File: src/rtl/booth_pkg.sv
// Shared constants for the 8-bit signed variable-shift Booth multiplier.
// Latency: n/a (constants only).
// Backpressure: n/a.
package booth_pkg;

    // Operand width supported by the existing control unit (its counter starts at 8).
    localparam int BOOTH_N   = 8;
    // Width of the shift-amount bus coming from the control unit.
    localparam int SHMNT_W   = 4;
    // Largest shift ever applied; larger shmnt codes saturate to this.
    localparam int SHIFT_MAX = 8;

    // Booth action selected by {Qr[0], q_m1}; 2'b00 and 2'b11 mean hold.
    localparam logic [1:0] BOOTH_ADD = 2'b01;
    localparam logic [1:0] BOOTH_SUB = 2'b10;

endpackage

File: src/rtl/booth_ashr.sv
// Combinational arithmetic right shifter, amount saturating at MAXK.
// Latency: 0 cycles (pure combinational).
// Backpressure: none; output follows inputs.
module booth_ashr #(
    parameter int W    = 18,
    parameter int SHW  = 4,
    parameter int MAXK = 8
) (
    input  logic [W-1:0]   din,
    input  logic [SHW-1:0] shmnt,
    output logic [W-1:0]   dout
);

    logic [SHW-1:0] k;

    // Clamp the amount, then sign-fill from the MSB of din.
    always_comb begin
        k = shmnt;
        if (shmnt > SHW'(MAXK)) begin
            k = SHW'(MAXK);
        end
        dout = $signed(din) >>> k;
    end

endmodule

File: src/rtl/booth_datapath.sv
// Register/arithmetic datapath of the variable-shift Booth multiplier.
// Latency: each strobe acts at the edge it is sampled; product/done one edge after first valid.
// Backpressure: none; strobes are obeyed every cycle, priority load > sum_or_diff > shift.
module booth_datapath
    import booth_pkg::*;
#(
    parameter int N = BOOTH_N
) (
    input  logic                  clk,
    input  logic                  rst_n,
    input  logic [N-1:0]          multiplicand,
    input  logic [N-1:0]          multiplier,
    input  logic                  load,
    input  logic                  sum_or_diff,
    input  logic                  shift,
    input  logic                  valid,
    input  logic [SHMNT_W-1:0]    shmnt,
    output logic [N-1:0]          Q,
    output logic [2*N-1:0]        product,
    output logic                  done
);

    // A carries one extra bit so that A - M cannot overflow when M is the most negative value.
    logic [N:0]       a_reg;
    logic [N-1:0]     qr;
    logic             q_m1;
    logic [N-1:0]     m_reg;
    logic             valid_d;

    logic [N:0]       m_ext;
    logic [N:0]       a_sum;
    logic [N:0]       a_dif;
    logic [1:0]       booth_pair;
    logic [2*N+1:0]   shift_in;
    logic [2*N+1:0]   shift_out;
    logic             capture;

    // Adder/subtractor operands and the Booth pair that selects between them.
    always_comb begin
        m_ext      = {m_reg[N-1], m_reg};
        a_sum      = a_reg + m_ext;
        a_dif      = a_reg - m_ext;
        booth_pair = {qr[0], q_m1};
        shift_in   = {a_reg, qr, q_m1};
        capture    = valid & ~valid_d;
    end

    booth_ashr #(
        .W    (2*N+2),
        .SHW  (SHMNT_W),
        .MAXK (SHIFT_MAX)
    ) u_ashr (
        .din   (shift_in),
        .shmnt (shmnt),
        .dout  (shift_out)
    );

    // Working registers: initialise on load, accumulate on sum_or_diff, shift the whole {A,Qr,q_m1}.
    always_ff @(posedge clk) begin
        if (!rst_n) begin
            a_reg <= '0;
            qr    <= '0;
            q_m1  <= 1'b0;
            m_reg <= '0;
        end else if (load) begin
            a_reg <= '0;
            qr    <= multiplier;
            q_m1  <= 1'b0;
            m_reg <= multiplicand;
        end else if (sum_or_diff) begin
            case (booth_pair)
                BOOTH_SUB: a_reg <= a_dif;
                BOOTH_ADD: a_reg <= a_sum;
                default:   a_reg <= a_reg;
            endcase
        end else if (shift) begin
            {a_reg, qr, q_m1} <= shift_out;
        end
    end

    // Capture the product on the rising edge of valid only, so a held valid gives one done pulse.
    always_ff @(posedge clk) begin
        if (!rst_n) begin
            valid_d <= 1'b0;
            product <= '0;
            done    <= 1'b0;
        end else begin
            valid_d <= valid;
            done    <= capture;
            if (capture) begin
                product <= {a_reg[N-1:0], qr};
            end
        end
    end

    assign Q = qr;

endmodule
File: config.mk
export PLATFORM = sky130hd
export DESIGN_NAME = booth_datapath
export DESIGN_NICKNAME = d
export VERILOG_FILES = /design/src/rtl/booth_pkg.sv /design/src/rtl/booth_ashr.sv /design/src/rtl/booth_datapath.sv
export SDC_FILE = /design/constraint.sdc
export NUM_CORES = 1
export LEC_CHECK = 0
export ABC_AREA = 0
export CORE_UTILIZATION = 42
export CTS_CLUSTER_DIAMETER = 100
export CTS_CLUSTER_SIZE = 14
export DETAILED_ROUTE_END_ITERATION = 10
export PLACE_DENSITY = 0.61
export SYNTH_ARGS = -nofsm -noshare
export SYNTH_HDL_FRONTEND = slang
export SYNTH_SLANG_ARGS = --single-unit
File: constraint.sdc
create_clock -name clk -period 3.2 [get_ports clk]
set_clock_uncertainty 0.1 [all_clocks]
set_input_delay 0.64 -clock clk [delete_from_list [all_inputs] [get_ports clk]]
set_output_delay 0.64 -clock clk [all_outputs]
set_load 0.05 [all_outputs]
Yosys cells after proc, flatten, opt, wreduce, memory -nomap -nowiden
Cells that the tools add are included.

Flip-flop bits (word level): 44. Input bits: 26. Output and inout bits: 25.

Add/subtract/negate cells: 2. Magnitude comparators: 1. Eq/ne operators: 4. Shift operators: 1. Multiplexer cells: 7. Bitwise gates (word level): 4. Reduce and logical (&&, ||, !) cells: 6.

Operator list (number): 8-bit two-way mux (3); 9-bit two-way mux (2); 9-bit one-hot mux with 2 select lines (1); 18-bit by 4-bit >>> shifter with 18-bit output (1); 9-bit adder (1); 9-bit subtractor (1); 2-bit AND reduction (3); 4-bit greater-than comparator, second input constant (1); 4-bit two-way mux (1); 2-bit nonzero test (2); 3-bit by 1-bit != test with 1-bit output, second input constant (1); 1-bit NOT (3); 2-bit by 1-bit equality test with 1-bit output, second input constant (1); 2-bit equality test, second input constant (1); 2-bit != test, second input constant (1); 2-bit OR reduction (1); 1-bit bitwise AND (1).

Logic depth before layout (Yosys ltp)
Gate-level depths: netlist of run 1.

Depth after elaboration: 6. Gate-level depth with buffers: 11. Depth with buffers taken out: 11.

By module
Synthesis of run 1 repeated with hierarchy kept, for this count alone.

Cell total of the unflattened synthesis: 412. Area, all modules: 3353.2 µm².

By module, submodules not included: booth_datapath (instances 1, cells an instance 273, area each 2344.7 µm²); booth_ashr (instances 1, cells an instance 139, area each 1008.5 µm²).

Worst setup path before layout of run 1
No wires, ideal clock.

Kind: register to register. Start: register qr[0] (netlist: Q[0]). End: register a_reg[5]. Setup time: 0.116 ns. Arrival time: 2.599 ns. Data required time: 2.984 ns. Setup slack: 0.385 ns. Cell stages (with the launch flop): 11. Path buffers: 1. Cell sequence: dfxtp_1 -> nor2b_1 -> clkbuf_1 -> mux2_2 -> ha_1 -> a21o_1 -> a21oi_1 -> nor2b_1 -> or4_1 -> nand4_1 -> a21oi_1.

Word-level cells in the longest chain between the ends: 3.

Ends and longest elaborated chain: start: declaration (RTL line booth_datapath.sv:25) `logic [N-1:0] qr;`; start signal: assignment (RTL line booth_datapath.sv:67) `qr <= multiplier;`; start signal: assignment (RTL line booth_datapath.sv:77) `{a_reg, qr, q_m1} <= shift_out;`; 18-bit by 4-bit >>> shifter with 18-bit output (tied with other cells) (RTL line booth_ashr.sv:22) `dout = $signed(din) >>> k;`; 9-bit two-way mux (tied with other cells) (RTL line booth_datapath.sv:76) `end else if (shift) begin`; 9-bit two-way mux or 2-bit AND reduction (tied branches); end signal: assignment (RTL line booth_datapath.sv:72) `BOOTH_SUB: a_reg <= a_dif;`; end signal: assignment (RTL line booth_datapath.sv:73) `BOOTH_ADD: a_reg <= a_sum;`; end signal: assignment (RTL line booth_datapath.sv:77); end: declaration (RTL line booth_datapath.sv:24) `logic [N:0] a_reg;`.

Parallel ways exist; a longest one is shown, timed or not. The select of a mux whose other input is x is not followed. A chain may end at the register's enable or synchronous reset.

Final worst setup path of run 1
Start: register m_reg[2]. End: register a_reg[8].

Word-level cells in the longest chain between the ends: 3.

Ends and longest elaborated chain: start: declaration (RTL line booth_datapath.sv:27) `logic [N-1:0] m_reg;`; start signal: assignment (RTL line booth_datapath.sv:69) `m_reg <= multiplicand;`; 9-bit adder or 9-bit subtractor (tied branches) (RTL line booth_datapath.sv:41, booth_datapath.sv:42); 9-bit one-hot mux with 2 select lines (*) (RTL line booth_datapath.sv:71) `case (booth_pair)`; 9-bit two-way mux (*) (RTL line booth_datapath.sv:70) `end else if (sum_or_diff) begin`; end signal: assignment (RTL line booth_datapath.sv:72); end signal: assignment (RTL line booth_datapath.sv:73); end signal: assignment (RTL line booth_datapath.sv:74) `default: a_reg <= a_reg;`.

Every way passes the cells marked *; elsewhere a longest branch is shown, timed or not.

==> reports/results.ini, run 1 <==
[final_layout]
postLayoutCoreUtil_pct = 52.68
area_taken_by_multi_input_logic_gates_um2 = 2086
layout.cells.most_common_list = nand2_1 (62), clkdlybuf4s50_1 (50), dfxtp_1 (44)
post_route_cells_drive_above_1_share_pct = 8.076
nets = 457
number_of_flip_flops_in_the_largest_register = 16
relative_area_change_from_synthesis_to_final_layout_pct = 20.25
insertedDiodeCount = 0
fillCellCount = 722
area.sequential_um2 = 880.8
layout_commonest_cell = nand2_1

[route]
final_antenna_net_count = 0
drt-initial-drc-count = 253
wl_met2_um = 3920
via_per_inst = 5.506
route.detailed.drc = 0
met3RoutedLength_um = 506
routed.top_layer = met4
routed-via-count = 2863
detail_route.wirelength.met1_um = 4184
drt_pass1_iterations = 4
detail_route.wl_per_cell_um = 16.73
routed_wirelength_um = 8700

[place]
post-place-ws_ns = 0.3091
globalplace.congestion = 0.9204
io_buffers = 50
detailed_place_hpwl_um = 6427

[worst_setup_path]
critical_path.n_buffers_inverters = 0
max_stage_delay_ns = 0.40
timing.critical_path.from_type = flop
critPathTopFamily = simple AND/OR/NAND/NOR gates
crit_fanout = 6
slowest_stage = o41a_1
criticalPathCategory = reg -> reg
end_kind = flop
worst_ep_required_time_ns = 3.32
arrival_ns = 2.91
crit_path_frequent_cell = nor2_1
crit_path_cell_trace = nor2_1 > nor4b_1 > nor2_1 > xor2_1 > ha_1 > nand3_1 > a21oi_1 > o41a_1 > nor4_1 > o21ai_0 > o31ai_1

[logic_synthesis]
synth_async_sr_flop_share_pct = 0
post-synth-top-area-cell = dfxtp_1
synth-seq-cells = 44
count_of_synthesis_stage_warnings_from_yosys = 0
syn_inst = 373
synth_top_flop_cell = dfxtp_1
synth_top_cells_by_area = dfxtp_1 (28%), mux2i_1 (11%), nand2_1 (7.3%), mux4_1 (5.8%), a21oi_1 (4.4%)
number_of_flops_mapped_to_enable_cells_by_yosys = 0
synth_fp_nets = 410
synth.distinct_cells = 57
post_synth.cell_area_avg_um2 = 8.564
yosysSeqAreaShare_pct = 27.58
synth_top_area_share_pct = 27.58
synth_area_um2 = 3194

[die]
die_w_um = 89.21
initial_utilization_pct = 43.81
rows = 31
ios = 51
chipHeight_um = 89.21
core_area_um2 = 7292
die_area_um2 = 7958

[cts]
clock_tree.root_cell = clkbuf_8
clk-insertion-delay-late_ns = 0.31
setup_fix_buffers_added_after_clock_tree_synthesis = 0
clk_pin_slew_worst_paths_ns = 0.09
cts_buf_count = 5
tritoncts = yes
clock-sinks = 44
cts_max_path_buffers = 2
cts.repair.resized = 0
postCtsHoldBufs = 0
clock_tree.htree_level_count = 2

[power_and_ir_drop]
max-vdd-ir-drop_uv = 217.3
power.share.sequential_pct = 41.5
total_switching_power_mw = 0.4798
combPwrFrac_pct = 27.4
cellLeakagePower_nw = 1.513
internal-power_mw = 0.9878
power_per_cell_area_nw_per_um2 = 382.1
pwr-share-clk_pct = 31.0
switching_power_as_a_share_of_total_power_pct = 32.69

[global_routing]
grt_overflow_total = 0
grt_max_degree = 33
initial_antenna_violation_count = 0
global_route_usage_over_all_layers_pct = 22.56
grt_pass1_wl_um = 13490
grt_pass1_vias = 2583

[sta]
final_max_slew_viol_count = 0
slew-limit-headroom_pct = 54.82
finalHoldViolCount = 0
final_min_period_ns = 2.798
rsz0062_at_grt = false
finalWorstSetupSlack_ns = 0.4021
fmax_mhz = 357.4
part_of_the_cycle_the_worst_path_needs_pct = 87.43
final-setup-viol-count = 0
timing.setup.tns_ns = 0
worstMarginPinSlew_ns = 0.6763

[outcome]
run_status = completed

[run]
maxCapViolations = 0

[min_path]
holdCritPathClass = reg -> reg

-- cells in the mapped netlist, types with 3 or more instances --
cell / n
dfxtp_1: 44
nor2_1: 14
clkbuf_8: 6
a21oi_1: 28
a211oi_1: 5
xor2_1: 9
mux2_2: 3
o21ai_0: 23
a21boi_0: 16
inv_1: 8
clkbuf_1: 11
nand2_1: 62
nand3_1: 5
nor3_1: 6
mux4_1: 7
buf_6: 4
mux2i_1: 35
or3_1: 5
ha_1: 10
and2b_2: 4
nor2b_1: 19
nand2b_1: 5
-- cells by family after synthesis --
family	count (synthesis)	synth area share, %
xor+xnor	11	3.016
mux	45	17.78
flops	44	27.58
compound gates	96	19.15
fa+ha+maj	11	4.544
buf+inv	32	7.129
simple gates	134	20.80
-- area by class of cell --
cell class / count / area share, %
timing repair buffer: 64 / 15.77
inverter: 8 / 0.7818
tap: 99 / 3.225
multi-input combinational: 297 / 54.30
clock buffer: 5 / 1.792
clock inverter: 3 / 1.205
sequential: 44 / 22.93
-- per-stage QoR --
step | power (mW) | cells | hold WS [ns] | area [um2]
6_report | 1.468 | 520 | 0.3362 | 3841
5_1_grt | 1.537 | 520 | 0.3595 | 3841
3_5_place_dp | 1.021 | 512 | 0.3244 | 3726
3_3_place_gp | 1.019 | 512 | 0.3149 | 3726
2_1_floorplan | 0.9019 | 373 | 0.3059 | 3194
4_1_cts | 1.471 | 520 | 0.3413 | 3841
-- final timing paths --
| kind | to | cells past startpoint | slack (ns) | from |
|---|---|---|---|---|
| worst max-delay path | a_reg[8]$_SDFFE_PP0P_ | 11 | 0.40 | m_reg[2]$_SDFFE_PN0P_ |
| worst min-delay path | done$_SDFF_PN0_ | 1 | 0.34 | valid_d$_SDFF_PN0_ |
| worst max register to register | a_reg[8]$_SDFFE_PP0P_ | 11 | 0.40 | m_reg[2]$_SDFFE_PN0P_ |
| worst min register to register | done$_SDFF_PN0_ | 1 | 0.34 | valid_d$_SDFF_PN0_ |
-- power by group through the flow --
stage	clock (mW)	combinational [mW]	sequential [mW]
2_1_floorplan	0	0.252	0.650
3_3_place_gp	0	0.396	0.622
3_5_place_dp	0	0.400	0.622
4_1_cts	0.461	0.401	0.609
5_1_grt	0.484	0.440	0.613
6_report	0.456	0.402	0.610
-- layer usage --
layer / vias up / global-route usage, %
li1: 1430 / -
met3: 9 / 4.155
met2: 101 / 34.56
met1: 1323 / 32.50
met5: - / 0
met4: 0 / 6.061
Power figures use the tool's default switching activity.
==> run 2: changes to the inputs <==
SKIP_LAST_GASP = 1   (was default)
==> results of run 2 <==
No change in the layout: final DEF, timing and power equal those of run 1.
==> run 3: changes to the inputs <==
ABC_CLOCK_PERIOD_IN_PS = 3200   (was default)
==> results of run 3 <==
No change in the layout: final DEF, timing and power equal those of run 1.
